===== config.mk =====
export PLATFORM = sky130hd
export DESIGN_NAME = mul_div_unit
export DESIGN_NICKNAME = d
export VERILOG_FILES = /design/src/rtl/mul_div_unit.sv
export SDC_FILE = /design/constraint.sdc
export NUM_CORES = 1
export LEC_CHECK = 0
export CELL_PAD_IN_SITES_DETAIL_PLACEMENT = 0
export CELL_PAD_IN_SITES_GLOBAL_PLACEMENT = 1
export CORE_MARGIN = 5
export CORE_UTILIZATION = 38
export DETAILED_ROUTE_END_ITERATION = 12
export GPL_ROUTABILITY_DRIVEN = 0
export PLACE_DENSITY_LB_ADDON = 0.1
export SYNTH_ARGS = -nofsm -noshare
export SYNTH_HDL_FRONTEND = slang
export SYNTH_SLANG_ARGS = --single-unit

===== constraint.sdc =====
create_clock -name clk -period 8.1 [get_ports clk]
set_input_delay 0.81 -clock clk [delete_from_list [all_inputs] [get_ports clk]]
set_output_delay 0.81 -clock clk [all_outputs]
set_load 0.02 [all_outputs]

===== src/rtl/mul_div_unit.sv =====
// mul_div_unit: iterative 32-bit MULT/MULTU/DIV/DIVU into HI/LO, plus MTHI/MTLO writes.
// Sign handling is done on magnitudes: fixed up in PREP and restored in FIX.
module mul_div_unit (
    input  logic        clk,
    input  logic        reset,
    input  logic        start,
    input  logic [2:0]  op,
    input  logic [31:0] a,
    input  logic [31:0] b,
    input  logic        cancel,
    output logic        busy,
    output logic        done,
    output logic [31:0] hi,
    output logic [31:0] lo
);
    typedef enum logic [1:0] {IDLE, PREP, ITER, FIX} stateT;

    stateT       state, nextState;
    logic        isDiv, isSigned, resNeg, remNeg, divGeq;
    logic [31:0] aReg, bReg, origA, divDiff, quot, rem;
    logic [63:0] acc, prodFix;
    logic [4:0]  cnt;
    logic [32:0] mulSum, remShift;

    always_comb begin
        nextState = state;
        case (state)
            IDLE:    nextState = (start && !cancel && !op[2]) ? PREP : IDLE;
            PREP:    nextState = cancel ? IDLE : ITER;
            ITER:    nextState = cancel ? IDLE : (cnt == 5'd31 ? FIX : ITER);
            default: nextState = IDLE;
        endcase
    end

    assign busy     = state != IDLE;
    assign mulSum   = {1'b0, acc[63:32]} + {1'b0, bReg[0] ? aReg : 32'd0};
    assign remShift = {acc[63:32], aReg[31]};
    assign divGeq   = remShift >= {1'b0, bReg};
    // The difference always fits in 32 bits because the partial remainder stays below the divisor.
    assign divDiff  = remShift[31:0] - bReg;
    assign prodFix  = resNeg ? -acc : acc;
    assign quot     = resNeg ? -acc[31:0] : acc[31:0];
    assign rem      = remNeg ? -acc[63:32] : acc[63:32];

    always_ff @(posedge clk or posedge reset) begin
        if (reset) state <= IDLE;
        else       state <= nextState;
    end

    always_ff @(posedge clk or posedge reset) begin
        if (reset) begin
            hi       <= '0;
            lo       <= '0;
            done     <= 1'b0;
            isDiv    <= 1'b0;
            isSigned <= 1'b0;
            resNeg   <= 1'b0;
            remNeg   <= 1'b0;
            aReg     <= '0;
            bReg     <= '0;
            origA    <= '0;
            acc      <= '0;
            cnt      <= '0;
        end else begin
            done <= state == FIX && !cancel;
            case (state)
                IDLE: if (start && !cancel) begin
                    if (op == 3'd4) hi <= a;
                    else if (op == 3'd5) lo <= a;
                    isDiv    <= op[1];
                    isSigned <= !op[0];
                    aReg     <= a;
                    bReg     <= b;
                    origA    <= a;
                end
                PREP: begin
                    aReg   <= (isSigned && aReg[31]) ? -aReg : aReg;
                    bReg   <= (isSigned && bReg[31]) ? -bReg : bReg;
                    resNeg <= isSigned && (aReg[31] ^ bReg[31]);
                    remNeg <= isSigned && aReg[31];
                    acc    <= '0;
                    cnt    <= '0;
                end
                ITER: begin
                    cnt <= cnt + 5'd1;
                    if (isDiv) begin
                        acc  <= divGeq ? {divDiff, acc[30:0], 1'b1} : {remShift[31:0], acc[30:0], 1'b0};
                        aReg <= aReg << 1;
                    end else begin
                        acc  <= {mulSum, acc[31:1]};
                        bReg <= bReg >> 1;
                    end
                end
                default: if (!cancel) begin
                    if (!isDiv) {hi, lo} <= prodFix;
                    else if (bReg == 32'd0) begin
                        hi <= origA;
                        lo <= 32'hFFFF_FFFF;
                    end else begin
                        hi <= rem;
                        lo <= quot;
                    end
                end
            endcase
        end
    end
endmodule


; ---- Word-level counts from Yosys, hierarchy flattened
; Cells that the tools add are included.
[word_totals]
input_bits = 71
register_bits = 236
output_inout_bits = 66
wordCells = 93
[classes]
n_lt_le_gt_ge = 1
bitwise_logic = 2
eq_ne = 15
mux = 34
n_addsub = 8
n_reduce_logical = 20
[op_table]
columns = operator, n
row1 = 32-bit two-way mux, 20
row2 = 64-bit two-way mux, 3
row3 = 32-bit one-hot mux with 3 select lines, 2
row4 = 32-bit negator, 4
row5 = 32-bit one-hot mux with 2 select lines, 2
row6 = 64-bit one-hot mux with 2 select lines, 1
row7 = 64-bit negator, 1
row8 = 32-bit by 32-bit adder with 33-bit output, 1
row9 = 33-bit by 32-bit greater-or-equal comparator with 1-bit output, 1
row10 = 32-bit zero test, 1
row11 = 32-bit subtractor, 1
row12 = "2-bit != test, second input constant", 8
row13 = 4-bit AND reduction, 3
row14 = 5-bit one-hot mux with 2 select lines, 1
row15 = "3-bit == test, second input constant", 2
row16 = 1-bit logical AND, 6
row17 = 2-bit one-hot mux with 3 select lines, 1
row18 = "5-bit by 1-bit adder with 5-bit output, second input constant", 1
row19 = "5-bit == test, second input constant", 1
row20 = 5-bit AND reduction, 1
row21 = "2-bit == test, second input constant", 2
row22 = 2-bit two-way mux, 2
row23 = 2-bit nonzero test, 2
row24 = 1-bit zero test, 3
row25 = other kinds (9), 10

; ---- Depth between registers and ports, before layout
; Gate-level depths: netlist of the first run.
[depth]
depth_word = 6
mapped_depth = 15

; ---- Least setup slack after synthesis of the first run
; No wires, ideal clock.
[synth_path]
path_kind = register to register
from = register aReg[31]
to = register acc[56]
setup_ps = 83
arrival_time_ps = 3127
path_buffers = 0
stages_incl_launch_ff = 14
path_slack_ps = 4890
synth_period_minus_slack_ps = 3210
cell_sequence = dfrtp_1 -> inv_1 -> ha_1 -> inv_1 -> fa_1 -> a21o_1 -> a221oi_1 -> a21boi_0 -> a221oi_1 -> o21ai_0 -> a221oi_1 -> xnor2_1 -> mux2i_1 -> o21ai_0
[synth_via]
elab_chain_len = 4
word_cells_on_any_way = 5
cone_classes = add/sub (1) / order compare (1) / mux (3)
[synth_lines]
columns = item, line_no
row1 = start: declaration, 20  ; logic [31:0] aReg, bReg, origA, divDiff, quot, rem;
row2 = start signal: assignment, 77  ; aReg <= (isSigned && aReg[31]) ? -aReg : aReg;
row3 = start signal: assignment, 88  ; aReg <= aReg << 1;
row4 = 32-bit subtractor or 33-bit by 32-bit greater-or-equal comparator with 1-bit output (tied branches), "40, 38"
row5 = 64-bit two-way mux *, 87  ; acc <= divGeq ? {divDiff, acc[30:0], 1'b1} : {remShift[31:0], acc[30:0], 1'b0};
row6 = 64-bit two-way mux *, 86  ; if (isDiv) begin
row7 = 64-bit one-hot mux with 2 select lines *, 66  ; case (state)
row8 = end signal: assignment, 87
row9 = end signal: assignment, 90  ; acc <= {mulSum, acc[31:1]};
row10 = end: declaration, 21  ; logic [63:0] acc, prodFix;
; Every way passes the cells marked *; elsewhere a longest branch is shown, timed or not.
; A chain may end at the register's enable or synchronous reset.

; ---- Final worst setup path of the first run
[layout_path]
from = register bReg[0]
to = register lo[23]
[layout_via]
elab_chain_len = 5
[layout_lines]
columns = item, line_no
row1 = start: declaration, 20
row2 = start signal: assignment, 78  ; bReg <= (isSigned && bReg[31]) ? -bReg : bReg;
row3 = start signal: assignment, 91  ; bReg <= bReg >> 1;
row4 = 32-bit zero test, 96  ; else if (bReg == 32'd0) begin
row5 = 32-bit two-way mux, 96
row6 = 32-bit two-way mux, 95  ; if (!isDiv) {hi, lo} <= prodFix;
row7 = 32-bit two-way mux, 94  ; default: if (!cancel) begin
row8 = 32-bit one-hot mux with 2 select lines, 66
row9 = end signal: assignment, 95
row10 = end signal: assignment, 101  ; lo <= quot;
row11 = end: declaration, 14  ; output logic [31:0] lo
; Every way passes these cells. The select of a mux whose other input is x is not followed.

==> results of run 1 <==
## cells in the mapped netlist (all sizes together), types with 31 or more instances
master,instances,area [um2]
mux2i,54,541
a21oi,129,646
o21ai,231,1160
clkbuf,153,574
nand2,204,766
a21o,31,233
o22ai,50,313
nand3,41,210
nor2,172,646
o2bb2ai,32,280
ha,76,951
a221oi,49,429
dfrtp,236,5910
nor3,75,392
xnor2,85,744
a211oi,35,263
xor2,45,394
inv,87,327
## registers in the layout, indices dropped and copies added, names as in the netlist
register  flops
acc          64
aReg         32
bReg         32
hi           32
lo           32
origA        32
cnt           5
state         2
done          1
isDiv         1
isSigned      1
remNeg        1
resNeg        1
## power by group through the flow
stage	Sequential [mW]	Clock [mW]	Combinational, mW
2_1_floorplan	1.71	0	0.901
3_3_place_gp	1.67	0	1.60
3_5_place_dp	1.68	0	1.61
4_1_cts	1.66	1.44	1.61
5_1_grt	1.70	1.49	1.75
6_report	1.66	1.42	1.61
## tightest hold or removal path, delay by kind of cell, from the launching register on
kind	cells	cell delay (ps)
flip-flops	1	340
AND/OR/NAND/NOR	1	40
AO/OA/AOI/OAI	1	60
## kinds of logic (layout without fill, tap and decap cells)
| family | Yosys count | after routing | share of synthesized area [%] |
|---|---|---|---|
| simple gates | 684 | 684 | 18.4 |
| flops | 236 | 236 | 32.3 |
| mux | 84 | 84 | 4.81 |
| fa+ha+maj | 78 | 78 | 5.43 |
| buf+inv | 263 | 301 | 5.64 |
| compound gates | 753 | 753 | 27.2 |
| xor+xnor | 130 | 130 | 6.23 |
## stage by stage
step	setup slack, ps	hold slack [ps]	instances	power (mW)
floorplan	815	444	2228	2.61
global placement	3030	461	2825	3.27
detailed placement	2880	472	2825	3.29
CTS	2840	486	2881	4.71
global route	2420	499	2881	4.94
finish	2870	476	2881	4.69
## worst max path at each step
stage	to	slack (ps)
global placement	lo[27]	3030
detailed placement	lo[5]	2880
finish	lo[23]	2870
CTS	lo[5]	2840
floorplan	aReg[0]	820
global route	lo[5]	2420
## layer usage
metal	track usage, %	vias to the layer above	part of all wire [%]
met5	0	-	0
met4	11.0	0	4.8
met3	3.70	122	5.5
li1	-	8306	-
met1	36.1	8649	45
met2	40.8	590	44
## cell type report
class | instances | share of cell area, %
Multi-Input combinational cell | 1729 | 54.2
Sequential cell | 236 | 28.2
Timing Repair Buffer | 157 | 7.31
Clock buffer | 49 | 4.65
Tap cell | 615 | 3.67
Inverter | 88 | 1.62
Clock inverter | 7 | 0.346
==> results.json, run 1 <==
{
  "status": "finished, final reports clean",
  "die_x_um": 229,
  "cp_num_cells": 11,
  "drt_wl_total_um": 71400,
  "clk_pin_slew_ps": 60,
  "cts_hold_buf": 0,
  "cts_resized": 0,
  "nets": 2392,
  "syn_avg_cell_area_um2": 8.20,
  "drive_gt1_share_pct": 6.35,
  "switching_power_mw": 1.79,
  "power.density_nw_per_um2": 224,
  "finalHoldViolations": 0,
  "io_buffers": 136,
  "htreeDepth": 1,
  "syn_area_um2": 18300,
  "setup_violations": 0,
  "critical_path.max_fanout": 30,
  "ios": 137,
  "p_clk_share_pct": 30.2,
  "timing.rr.end": "lo[23]",
  "diodes": 0,
  "die_h_um": 229,
  "path_cells": "clkinv_1, ha_1, or3b_2, or4_1, nor4_4, buf_4, and2_1, nand2_1, nand2_1, o22ai_1, o21ai_0",
  "synth-edff-count": 0,
  "cp.arrival_ps": 5740,
  "grt_max_degree": 138,
  "hp-class": "register to register",
  "slew_viol_final": 0,
  "cts_setup_buffers": 0,
  "final_cell_mix": "235 x dfrtp_1, 227 x o21ai_0, 203 x nand2_1, 171 x nor2_1, 136 x clkdlybuf4s50_1",
  "cp.required_ps": 8610,
  "timing.critical_path.mode_cell": "nand2_1",
  "relSlewSlack_pct": 26.4,
  "grt_pass1_wl_um": 107000,
  "coreArea_um2": 47600,
  "wl_per_cell_um": 24.8,
  "synthCells": 2228,
  "vias": 17700,
  "ys_types": 86,
  "pwr-share-seq_pct": 35.5,
  "worstHoldStart": "hi[8]",
  "dpl_cell_area_um2": 19900,
  "r2r.worst_path.cells": 11,
  "n_fill_cell": 4752,
  "finClkSkew_ps": 11.4,
  "globalRouteOverflowTotal": 0,
  "critPathMaxStageDelay_ps": 890,
  "areaGrowthSynthToFinish_pct": 14.7,
  "mostFrequentLayoutCell": "dfrtp_1",
  "synth_flop_cell": "dfrtp_1",
  "final_area_um2": 21000,
  "clkSinkCount": 236,
  "r2r_start": "bReg[0]",
  "min_to": "hi[8]",
  "setup_tns_ps": 0,
  "startpoint_type": "register",
  "routed_via_density": 6.13,
  "reg2reg_slack_ps": 2870,
  "post-route-util_pct": 44.0,
  "synth-seq-area-share_pct": 32.3,
  "cts-root-buf": "clkbuf_16",
  "clk_latency_ps": 590,
  "rsz0062_at_grt": "no",
  "cts_max_path_buffers": 3,
  "final-seq-area_um2": 5910,
  "synthArstFlopShare_pct": 100,
  "grt_usage_pct": 26.0,
  "ir_worst_vdd_mv": 0.120,
  "rows": 80,
  "grt_pass1_vias": 16800,
  "hold_path_depth": 2,
  "fmax_mhz": 191,
  "p_int_mw": 2.89,
  "p_leak_nw": 8.84,
  "post-route-min-period_ps": 5230,
  "p_sw_share_pct": 38.3,
  "syn_nets": 2377,
  "multiInputGateArea_um2": 11400,
  "drcViolationCount": 0,
  "critical_path_class": "register to register",
  "drtIter0Drc": 1775,
  "die_area_um2": 52500,
  "dr.pass1.iters": 10,
  "crit_buf_inv": 2,
  "cap_violations": 0,
  "comb_power_share_pct": 34.3,
  "cts_inserted_buffers": 31,
  "ys_seq_elements": 236,
  "post-route-period-util_pct": 64.6,
  "yosysWarnings": 0,
  "dpl.hpwl_um": 52100,
  "cts_tree": "done",
  "start_util_pct": 38.3,
  "cp_top_family": "simple AND/OR/NAND/NOR gates",
  "tightest_slew_ps": 1100,
  "ant_nets": 0,
  "end_kind": "register",
  "grt_antenna_before_repair": 0,
  "crit_start": "bReg[0]",
  "critical_path.slowest_cell": "nand2_1"
}
Note: power is estimated with default switching activity, not from simulation.
==> run 2, diff against run 1 <==
Clock period 8.1 ns to 5.5 ns, I/O delays scaled along.
==> run 2 against run 1 <==
Compared with the run above:
- non-clock buffer count increased by 7
- sequential cell count unchanged
- global-route usage increased by 0.15 points
- largest power group unchanged
- largest cell class unchanged
- clock-buffer cell count decreased by 6
- via count increased by 1.5%
- sequential share of layout area about the same
- clock skew increased by 8.0 ps
- hold slack got worse by 130 ps
- setup slack got worse by 1800 ps
==> results.json, run 2 (synthesis gave the netlist of run 1 again) <==
{
  "tightest_slew_ps": 1370,
  "power.density_nw_per_um2": 324,
  "areaGrowthSynthToFinish_pct": 14.5,
  "startpoint_type": "register",
  "grt_max_degree": 139,
  "cts_setup_buffers": 0,
  "cts_resized": 0,
  "drtIter0Drc": 1856,
  "end_kind": "register",
  "die_area_um2": 52500,
  "setup_tns_ps": 0,
  "post-route-min-period_ps": 4400,
  "fmax_mhz": 227,
  "rsz0062_at_grt": "no",
  "cts-root-buf": "clkbuf_16",
  "drt_wl_total_um": 71700,
  "relSlewSlack_pct": 8.37,
  "globalRouteOverflowTotal": 0,
  "clkSinkCount": 236,
  "critical_path_class": "register to register",
  "cts_inserted_buffers": 30,
  "p_leak_nw": 8.82,
  "cp.arrival_ps": 4900,
  "p_total_mw": 6.78,
  "grt_pass1_wl_um": 108000,
  "clk_latency_ps": 590,
  "finClkSkew_ps": 19.4,
  "die_x_um": 229,
  "post-route-period-util_pct": 80.1,
  "wl_per_cell_um": 24.8,
  "rows": 80,
  "largest_reg_flops": 64,
  "final_cell_mix": "235 x dfrtp_1, 227 x o21ai_0, 203 x nand2_1, 171 x nor2_1, 136 x clkdlybuf4s50_1",
  "start_util_pct": 38.3,
  "grt_pass1_vias": 17000,
  "critical_path.max_fanout": 24,
  "coreArea_um2": 47600,
  "finalHoldViolations": 0,
  "status": "finished, final reports clean",
  "dr.pass1.iters": 5,
  "grt_usage_pct": 26.2,
  "drcViolationCount": 0,
  "dpl.hpwl_um": 52900,
  "htreeDepth": 1,
  "ios": 137,
  "setup_violations": 0,
  "ir_worst_vdd_mv": 0.244,
  "slew_viol_final": 0,
  "die_h_um": 229,
  "routed_via_density": 6.21,
  "hp-class": "input pin to async pin",
  "mostFrequentLayoutCell": "dfrtp_1",
  "clk_pin_slew_ps": 60,
  "cts_hold_buf": 0,
  "drive_gt1_share_pct": 6.47,
  "cts_max_path_buffers": 3,
  "cts_tree": "done",
  "cp.required_ps": 6000,
  "n_fill_cell": 4834,
  "grt_antenna_before_repair": 0,
  "cap_violations": 0,
  "io_buffers": 136,
  "nets": 2398,
  "r2r.worst_path.cells": 10,
  "top_register": "acc",
  "ant_nets": 0,
  "vias": 17900
}
-- run 2: changes by cell type in the layout (fill, tap and decap cells not counted), moves of 2 or more --
cell,change
clkbuf_8,-8
clkinv_2,+4
clkbuf_1,+3
buf_4,+7
clkinvlp_4,+2
-- run 2: area by class of cell --
class	count	area (um2)	share of cell area, %
Clock buffer	43	850	4.06
Clock inverter	12	108	0.514
Tap cell	615	769	3.68
Sequential cell	236	5910	28.3
Inverter	88	337	1.61
Antenna cell	1	2.50	0.0120
Timing Repair Buffer	164	1580	7.57
Multi-Input combinational cell	1729	11400	54.3
-- run 2: final timing paths --
path	from	to	slack (ps)
max	bReg[1]	lo[21]	1100
max reg2reg	bReg[1]	lo[21]	1100
max in group asynchronous	reset	lo[19]	3660
min in group clk	hi[22]	hi[22]	480
min	reset	cnt[1]	350
min reg2reg	hi[22]	hi[22]	480
-- run 2: report_power, final --
part,total [mW],internal (mW),switching (mW)
combinational,2.38,0.944,1.44
clock,1.96,1.12,0.838
sequential,2.44,2.07,0.375
-- run 2: per-stage QoR --
step           hold slack [ps]  util [%]  instance area (um2)  instances  setup WS (ps)
6_report                   351      43.9                20900       2888           1100
5_1_grt                    385      43.9                20900       2887            799
3_5_place_dp               470      41.9                20000       2832           1130
2_1_floorplan              444         -                18300       2228           1860
3_3_place_gp               461      41.9                20000       2832           1220
4_1_cts                    347      43.9                20900       2887           1120
-- run 2: metal layers --
layer  share of wire [%]  track usage, %  vias to the layer above
met5                   0               0                        -
met4                 4.4            10.2                        0
met3                 5.5            2.79                      117
met2                  45            41.4                      665
met1                  46            36.9                     8824
li1                    -               -                     8320
-- run 2: worst max-delay path, stage by stage (launching register included) --
cell	delay [ps]
dfrtp_1	410
inv_1	180
ha_1	230
or3b_2	530
or4_1	520
nor4_4	530
and2_1	640
nand2_1	150
nand2_1	710
o22ai_1	200
o21ai_0	210
